## src/rtl/tick_sched_pkg.sv

```systemverilog
// Shared defaults, arbiter state encoding and the round-robin pick helper
// for the tick scheduler.
package tick_sched_pkg;

  localparam int NCH_DEF  = 4;
  localparam int CNTW_DEF = 27;
  localparam int NCH_MAX  = 8;

  typedef enum logic {
    IDLE  = 1'b0,
    OFFER = 1'b1
  } arb_state_e;

  typedef struct packed {
    logic       found;
    logic [2:0] idx;
  } rr_pick_t;

  // First set bit of req[n-1:0], scanning ptr, ptr+1, ... wrapping at n.
  function automatic rr_pick_t rr_pick(input logic [NCH_MAX-1:0] req,
                                       input logic [2:0]         ptr,
                                       input int                 n);
    rr_pick_t   r;
    int         c;
    logic [2:0] c3;
    r = '0;
    for (int k = 0; k < NCH_MAX; k++) begin
      if (k < n) begin
        c  = (int'({29'd0, ptr}) + k) % n;
        c3 = c[2:0];
        if (!r.found && req[c3]) begin
          r.found = 1'b1;
          r.idx   = c3;
        end
      end
    end
    return r;
  endfunction

endpackage

```

## src/rtl/tick_sched_chan.sv

```systemverilog
// One timer channel: period/enable/one-shot registers, a free-running counter
// and a registered one-cycle tick on expiry.
module tick_chan
  import tick_sched_pkg::*;
#(
  parameter int CNTW = CNTW_DEF
) (
  input  logic            high,
  input  logic            rst,
  input  logic            cfg_load,
  input  logic [CNTW-1:0] cfg_period,
  input  logic            cfg_en,
  input  logic            cfg_oneshot,
  output logic            expire,
  output logic            tick
);

  logic [CNTW-1:0] period_q;
  logic [CNTW-1:0] cnt_q;
  logic [CNTW-1:0] last;
  logic            en_q;
  logic            oneshot_q;
  logic            active;

  assign active = en_q && (period_q != '0);
  assign last   = period_q - CNTW'(1);
  // A config write in the expiry cycle restarts the channel instead of firing.
  assign expire = active && (cnt_q == last) && !cfg_load;

  always_ff @(posedge high) begin
    if (rst) begin
      period_q  <= '0;
      cnt_q     <= '0;
      en_q      <= 1'b0;
      oneshot_q <= 1'b0;
      tick      <= 1'b0;
    end else begin
      // NOTE: sequential state uses non-blocking <= so every flop samples pre-edge values.
      tick <= expire;
      if (cfg_load) begin
        period_q  <= cfg_period;
        en_q      <= cfg_en;
        oneshot_q <= cfg_oneshot;
        cnt_q     <= '0;
      end else if (active) begin
        if (cnt_q == last) begin
          cnt_q <= '0;
          if (oneshot_q) en_q <= 1'b0;
        end else begin
          cnt_q <= cnt_q + CNTW'(1);
        end
      end
    end
  end

endmodule

```

## src/rtl/tick_sched.sv

```systemverilog
// Multi-channel tick scheduler: NCH programmable timers whose expiries latch
// into pending flags, served one at a time through a round-robin valid/ready port.
module tick_sched
  import tick_sched_pkg::*;
#(
  parameter  int NCH  = NCH_DEF,
  parameter  int CNTW = CNTW_DEF,
  localparam int IDXW = $clog2(NCH)
) (
  input  logic            high,
  input  logic            rst,
  input  logic            cfg_we,
  input  logic [IDXW-1:0] cfg_idx,
  input  logic [CNTW-1:0] cfg_period,
  input  logic            cfg_en,
  input  logic            cfg_oneshot,
  output logic [NCH-1:0]  tick,
  output logic [NCH-1:0]  pend,
  output logic [NCH-1:0]  ovf,
  input  logic            ovf_clr,
  output logic            svc_valid,
  output logic [IDXW-1:0] svc_id,
  input  logic            svc_ready
);

  arb_state_e      state_q, state_d;
  logic [IDXW-1:0] svc_id_q, svc_id_d;
  logic [IDXW-1:0] rr_ptr_q, rr_ptr_d;
  logic [NCH-1:0]  pend_q, pend_d;
  logic [NCH-1:0]  ovf_q, ovf_d;

  logic [NCH-1:0]     cfg_hit;
  logic [NCH-1:0]     acc;
  logic [NCH-1:0]     expire;
  logic               hs;
  logic [IDXW-1:0]    nxt_ptr;
  logic [IDXW-1:0]    pick_ptr;
  logic [NCH-1:0]     pick_req;
  logic [NCH_MAX-1:0] req_w;
  logic [2:0]         ptr_w;
  rr_pick_t           pick;
  logic               pick_unused;

  assign svc_valid = (state_q == OFFER);
  assign svc_id    = svc_id_q;
  assign pend      = pend_q;
  assign ovf       = ovf_q;
  assign hs        = svc_valid && svc_ready;

  always_comb begin
    for (int i = 0; i < NCH; i++) begin
      cfg_hit[i] = cfg_we && (cfg_idx == IDXW'(i));
      acc[i]     = hs && (svc_id_q == IDXW'(i));
    end
  end

  for (genvar g = 0; g < NCH; g++) begin : g_chan
    tick_chan #(.CNTW(CNTW)) u_chan (
      .high        (high),
      .rst         (rst),
      .cfg_load    (cfg_hit[g]),
      .cfg_period  (cfg_period),
      .cfg_en      (cfg_en),
      .cfg_oneshot (cfg_oneshot),
      .expire      (expire[g]),
      .tick        (tick[g])
    );
  end

  // Pending/overflow bookkeeping; a config write beats everything on its channel.
  always_comb begin
    // NOTE: every variable gets a default first so no latch is inferred.
    pend_d = pend_q;
    ovf_d  = ovf_clr ? '0 : ovf_q;
    for (int i = 0; i < NCH; i++) begin
      if (cfg_hit[i]) begin
        pend_d[i] = 1'b0;
        ovf_d[i]  = 1'b0;
      end else if (expire[i]) begin
        pend_d[i] = 1'b1;
        if (pend_q[i] && !acc[i]) ovf_d[i] = 1'b1;
      end else if (acc[i]) begin
        pend_d[i] = 1'b0;
      end
    end
  end

  // A single pick serves both the IDLE scan and the re-arbitration on a
  // handshake, so back-to-back offers need no extra cycle.
  always_comb begin
    nxt_ptr  = (svc_id_q == IDXW'(NCH - 1)) ? '0 : svc_id_q + IDXW'(1);
    pick_ptr = hs ? nxt_ptr : rr_ptr_q;
    pick_req = pend_q & ~cfg_hit & ~acc;
    req_w    = '0;
    req_w[NCH-1:0] = pick_req;
    ptr_w    = '0;
    ptr_w[IDXW-1:0] = pick_ptr;
    pick     = rr_pick(req_w, ptr_w, NCH);
  end

  assign pick_unused = ^pick.idx;

  always_comb begin
    state_d  = state_q;
    svc_id_d = svc_id_q;
    rr_ptr_d = rr_ptr_q;
    case (state_q)
      IDLE: begin
        if (pick.found) begin
          state_d  = OFFER;
          svc_id_d = pick.idx[IDXW-1:0];
        end
      end
      OFFER: begin
        if (hs) begin
          rr_ptr_d = nxt_ptr;
          if (pick.found) begin
            svc_id_d = pick.idx[IDXW-1:0];
          end else begin
            state_d = IDLE;
          end
        end else if (cfg_hit[svc_id_q]) begin
          state_d = IDLE;
        end
      end
      default: state_d = IDLE;
    endcase
  end

  always_ff @(posedge high) begin
    if (rst) begin
      state_q  <= IDLE;
      svc_id_q <= '0;
      rr_ptr_q <= '0;
      pend_q   <= '0;
      ovf_q    <= '0;
    end else begin
      state_q  <= state_d;
      svc_id_q <= svc_id_d;
      rr_ptr_q <= rr_ptr_d;
      pend_q   <= pend_d;
      ovf_q    <= ovf_d;
    end
  end

endmodule
```

## config.mk

```make
export PLATFORM = sky130hd
export DESIGN_NAME = tick_sched
export DESIGN_NICKNAME = d
export VERILOG_FILES = /design/src/rtl/tick_sched_pkg.sv /design/src/rtl/tick_sched_chan.sv /design/src/rtl/tick_sched.sv
export SDC_FILE = /design/constraint.sdc
export NUM_CORES = 1
export LEC_CHECK = 0
export CORE_MARGIN = 2
export CORE_UTILIZATION = 45
export CTS_CLUSTER_SIZE = 24
export DETAILED_ROUTE_END_ITERATION = 8
export PLACE_DENSITY = 0.69
export RECOVER_POWER = 100
export SYNTH_ARGS = -nofsm -noshare
export SYNTH_HDL_FRONTEND = slang
export SYNTH_SLANG_ARGS = --single-unit
```

## constraint.sdc

```tcl
create_clock -name high -period 4.45 [get_ports high]
set_input_delay 0.6675 -clock high [delete_from_list [all_inputs] [get_ports high]]
set_output_delay 0.6675 -clock high [all_outputs]
set_load 0.02 [all_outputs]
```

# After elaboration in Yosys (flattened, before gate mapping)
# Index checks and enable logic that the tools add are counted.
[totals] ff_bits=241 inputBits=36 output_inout_bits=15 word_cells=199
[classes] n_addsub=12 order_cmp=5 n_eq_ne=11 muxes=60 bitwise_logic=8 n_reduce_logical=72
[op_table] op="27-bit by 1-bit adder with 27-bit output, second input constant" n=4
[op_table] op="27-bit == test" n=4
[op_table] op="27-bit two-way mux" n=4
[op_table] op="27-bit nonzero test" n=4
[op_table] op="27-bit by 1-bit subtractor with 27-bit output, second input constant" n=4
[op_table] op="1-bit two-way mux" n=40
[op_table] op="2-bit nonzero test" n=16
[op_table] op="1-bit logical AND" n=28
[op_table] op="4-bit two-way mux" n=5
[op_table] op="2-bit OR reduction" n=7
[op_table] op="3-bit by 4-bit less-than comparator with 1-bit output, second input constant" n=3
[op_table] op="3-bit AND reduction" n=4
[op_table] op="1-bit zero test" n=11
[op_table] op="1-bit binary-select mux with 3-bit select" n=3
[op_table] op="4-bit AND" n=2
[op_table] op="2-bit == test, second input constant" n=4
[op_table] op="2-bit two-way mux" n=4
[op_table] op="4-bit inverter" n=2
[op_table] op="2-bit by 1-bit adder with 2-bit output, second input constant" n=2
[op_table] op="2-bit adder, second input constant" n=2
[op_table] op="1-bit binary-select mux with 2-bit select" n=2
[op_table] op="2-bit by 1-bit == test with 1-bit output, second input constant" n=2
[op_table] op="2-bit zero test" n=2
[op_table] op="2-bit by 4-bit less-than comparator with 1-bit output, second input constant" n=1
[op_table] op="6 further kinds" n=8

# Logic depth before layout (Yosys ltp)
# Gate-level depths: netlist (run 1).
[depth] word_depth=20 depth_mapped=13 ltp_nobuf=10

# Hierarchy
# From an unflattened synthesis (run 1), not the netlist that was laid out.
[unflattened] hier_cells=1654 hier_area_um2=13944.6
[modules_own_cells] mod="tick_chan at g_chan[1].u_chan ..." n_inst=2 cells_per_inst=385 area_per_inst_um2=3271.9
[modules_own_cells] mod="tick_chan at g_chan[0].u_chan" n_inst=1 cells_per_inst=402 area_per_inst_um2=3323.2
[modules_own_cells] mod="tick_chan at g_chan[3].u_chan" n_inst=1 cells_per_inst=395 area_per_inst_um2=3294.4
[modules_own_cells] mod="tick_sched" n_inst=1 cells_per_inst=87 area_per_inst_um2=783.3

# Least setup slack after synthesis (run 1)
# Ideal clock, no wire load.
[synth_timing] kind="flip-flop to flip-flop" from="reg g_chan[1].u_chan.period_q[0]" to="reg g_chan[1].u_chan.cnt_q[14]" setup_time_ps=132 arrival_time_ps=3041 required_ps=4318 slack_ps=1277 stages_incl_launch_ff=12 period_less_slack_ps=3173 path_cell_list="dfxtp_1 > inv_1 > ha_1 > nor3b_1 > nand4_1 > or4_1 > a21oi_1 > or4b_1 > nor4_2 > buf_4 > buf_4 > nor3_1"
[synth_via] elab_chain_cells=3 word_cells_on_any_way=5 classes_between="add/sub (1); eq/ne (1); mux (1); reduce/logical (2)"
[synth_rtl] element="from (decl)" line_no="tick_sched_chan.sv:18" source="logic [CNTW-1:0] period_q;"
[synth_rtl] element="from (signal assigned)" line_no="tick_sched_chan.sv:41" source="period_q <= cfg_period;"
[synth_rtl] element="27-bit by 1-bit subtractor with 27-bit output" line_no="tick_sched_chan.sv:26" source="assign last = period_q - CNTW'(1);"
[synth_rtl] element="27-bit == test" line_no="tick_sched_chan.sv:46" source="if (cnt_q == last) begin"
[synth_rtl] element="27-bit two-way mux" line_no="tick_sched_chan.sv:46"
[synth_rtl] element="to (signal assigned)" line_no="tick_sched_chan.sv:50" source="cnt_q <= cnt_q + CNTW'(1);"
[synth_rtl] element="to (decl)" line_no="tick_sched_chan.sv:19" source="logic [CNTW-1:0] cnt_q;"
# Parallel ways exist; a longest one is shown, timed or not.
# A chain may end at the register's enable or synchronous reset.

# Worst setup path after layout (run 1)
# Ends and elaborated chain as after synthesis.

==> key figures, run 1 <==
Synth
  • Net Count, Synth: 1828
  • #FFs+latches synth: 241
  • Ys Warns: 0
  • Synthesized area per cell: 7.73 um2
  • Main area contributors after synthesis: dfxtp_1, nand2_1, xnor2_1
  • Seq/Total Area, Yosys: 0.351
  • Ys async rst share: 0
  • Cells after Synth: 1780
  • Biggest area consumer among synthesized cells: dfxtp_1
  • Distinct cells, synth: 83
  • Most used DFF post-synth: dfxtp_1
  • Synthesized area: 13800 um2
  • Post-synth top area share: 0.351
  • Number of synthesized flops with an enable pin: 0
  • Top-count cell post-synth: nand2_1
  • Commonest cells in the netlist: nand2_1, dfxtp_1, nor2_1

Clocking
  • CTS root buf: clkbuf_16
  • Cts repair resizes: 0
  • Worst-Skew Late Latency: 0.54 ns
  • Clock-pin transition on the worst setup and hold timing paths: 0.07 ns
  • Clock Path Buffers: 3
  • Clock Sinks: 241
  • # hold bufs at CTS: 0
  • Post-CTS Setup Bufs: 0
  • Number of CTS-inserted buffers: 26
  • CTS tree: yes
  • Number of H-tree levels: 1

Floorplan
  • Core ar.: 30300 um2
  • FP Rows: 64
  • Die area: 32000 um2
  • IO Pins: 51
  • Width of the die: 179 um
  • Die height: 179 um
  • Starting Density: 0.453

Hold path
  • Worst hold path class: reg -> reg

Power and ir drop
  • Cell area power density: 349 nW/um2
  • Logic pwr share: 0.145
  • Static Leak: 0.00542 uW
  • Internal power: 3920 uW
  • Sequential share of power: 0.423
  • Switching Share: 0.270
  • Clock Power Share: 0.432
  • Net switching power figure: 1450 uW
  • VDD IR max: 0.208 mV

Final layout
  • Final #Nets: 1831
  • Seq. cell area: 4820 um2
  • Area growth from synthesis to layout: 11.9%
  • Fillers: 2859
  • Area occupied by multi-input gates: 8400 um2
  • Layout cells sized above 1: 0.0533

Outcome
  • Failing checks: max-capacitance violations, max-slew violations
  • Status: finished, violations left

Global route
  • First-pass GRT wire length: 59100 um
  • Vias in the first global route: 11.3k
  • Initial antenna violation count: 3
  • Largest net degree at the start of global routing: 51
  • Total track usage: 0.230
  • Total gr overflow: 0

Worst setup path
  • Setup crit end: g_chan[1].u_chan.cnt_q[14]
  • CP required: 4.87 ns
  • Reg-to-reg endpoint: g_chan[1].u_chan.cnt_q[14]
  • Worst reg2reg path depth: 11
  • Critical path arrival: 4.44 ns
  • Slowest CP cell: or4_1
  • WP depth: 11
  • CP Capture Type: flip-flop
  • Critical path class: reg -> reg
  • CP Cell Sequence: inv_1 > ha_1 > nor3b_1 > nand4_1 > or2_2 > o41ai_1 > mux2i_1 > or4_1 > nor4_4 > buf_4 > nor3_1
  • CP max FO: 20
  • Worst R2R Setup Slack: 0.43 ns
  • Worst r2r src: g_chan[1].u_chan.period_q[0]
  • Delay-heaviest family, CP: simple AND/OR/NAND/NOR gates
  • Crit path from: g_chan[1].u_chan.period_q[0]
  • Crit path buf inv count: 2
  • Worst Setup Start Kind: flip-flop
  • Slowest cell delay on critical path: 0.59 ns

Routing
  • Number of nets with antenna violations after routing: 0
  • Vias post-DR: 12.4k
  • DRT iter0 DRCs: 867
  • Vias per inst: 5.65
  • Post-Route WL: 37300 um
  • Wire per inst: 16.9 um
  • Residual DRC count: 0
  • TritonRoute pass-1 iters: 5

STA
  • Post-layout minimum cycle time: 4.02 ns
  • Unrepaired setup endpoints after global routing: no
  • Worst-margin pin slew: 1.72 ns
  • Final Setup Violations: 0
  • Slew HR: -0.149
  • Final Skew: 0.00947 ns
  • Hold slack: 0.453 ns
  • Fin crit share: 0.903
  • Fmax: 0.249 GHz
  • Final count of hold timing violations: 0
  • Final Max Tran Viols: 69
  • Setup TNS: 0 ns
  • Post-route setup slack: 0.431 ns

Placement
  • DP Worst Slack: 0.462 ns
  • # port buffers: 50
  • Final GP Congestion: 0.940
  • DPL Wire Length: 27400 um

Run
  • Max-cap violations: 2
[area by class of cell]
type	count	share of cell area
Timing Repair Buffer	68	0.0406
Inverter	33	0.00805
Tap cell	396	0.0322
Antenna cell	1	0.000163
Sequential cell	241	0.313
Multi-Input combinational cell	1413	0.546
Clock buffer	34	0.0482
Clock inverter	13	0.0118
[cells in the final DEF (no fill, tap or decap), types with 6 or more instances in the layout]
cell	count
nand2_1	336
dfxtp_1	241
nor2_1	169
a21oi_1	147
xnor2_1	136
xor2_1	103
nor3_1	84
nand3_1	62
nand4_1	39
inv_1	33
clkdlybuf4s50_1	33
nor4_1	31
clkbuf_16	27
and3_1	23
or4_1	20
o21ai_0	19
or3_1	17
nand2b_1	16
dlygate4sd3_1	16
buf_4	16
mux2i_1	15
ha_1	12
and4_1	11
o211ai_1	10
and2_1	9
nand3b_1	9
nand4b_1	9
a31oi_1	8
nor2b_1	8
nor4b_1	8
nor3b_1	7
or2_2	6
o31ai_1	6
[kinds of logic after synthesis]
| kind of cell | Yosys count | synth area share |
|---|---|---|
| and+or+nand+nor | 890 | 0.317 |
| AOI/OAI and AO/OA | 250 | 0.112 |
| xor gates and xnor gates | 241 | 0.156 |
| DFF | 241 | 0.351 |
| buffers and inverters | 126 | 0.0378 |
| muxes | 20 | 0.0158 |
| adders and majority gates | 12 | 0.0109 |
[metrics by stage]
step           utilization  total power [uW]  instance area (um2)  cells
2_1_floorplan            -              2880                13800   1780
3_3_place_gp         0.478              3080                14500   2151
3_5_place_dp         0.478              3090                14500   2151
4_1_cts              0.509              5400                15400   2198
5_1_grt              0.507              5580                15400   2198
6_report             0.507              5370                15400   2199
[tightest hold or removal path, cell delays in order (launching register included)]
cell,delay [ns]
dfxtp_1,0.31
nand2_1,0.05
a21oi_1,0.05
[power by group through the flow]
stage               combinational [uW]  clock [uW]  sequential [uW]
floorplan                          590           0             2290
global placement                   766           0             2310
detailed placement                 776           0             2320
CTS                                781        2350             2270
global route                       853        2440             2280
finish                             780        2320             2270
[state kept, by name (all words and copies together), names as in the netlist]
name and cells:
g_chan.u_chan.cnt_q 108, g_chan.u_chan.en_q 4, g_chan.u_chan.oneshot_q 4, g_chan.u_chan.period_q 108, g_chan.u_chan.tick 4, ovf 4, pend 4, rr_ptr_q 2
svc_id 2, svc_valid 1
[layer usage]
layer,vias to the layer above,wire (um),GRT usage
met5,-,11,0
met4,2,1780,0.110
met3,85,1980,0.0320
met2,330,16800,0.366
met1,5830,16700,0.306
li1,6180,-,-
[worst min-delay path by stage]
stage                                          start                    endpoint  cells after the start
after detailed placement  g_chan[1].u_chan.oneshot_q  g_chan[1].u_chan.oneshot_q                      2
after global placement    g_chan[1].u_chan.oneshot_q  g_chan[1].u_chan.oneshot_q                      2
after CTS                 g_chan[1].u_chan.oneshot_q  g_chan[1].u_chan.oneshot_q                      2
final                     g_chan[1].u_chan.oneshot_q  g_chan[1].u_chan.oneshot_q                      2
after floorplan           g_chan[1].u_chan.oneshot_q  g_chan[1].u_chan.oneshot_q                      2
after global routing      g_chan[2].u_chan.oneshot_q  g_chan[2].u_chan.oneshot_q                      2
Note: power is estimated with default switching activity, not from simulation.
==> run 2: changes to the inputs <==
Settings changed: CAP_MARGIN set to 40.
==> results of run 2 <==
The final DEF is identical to that of run 1; final timing and power are the same.
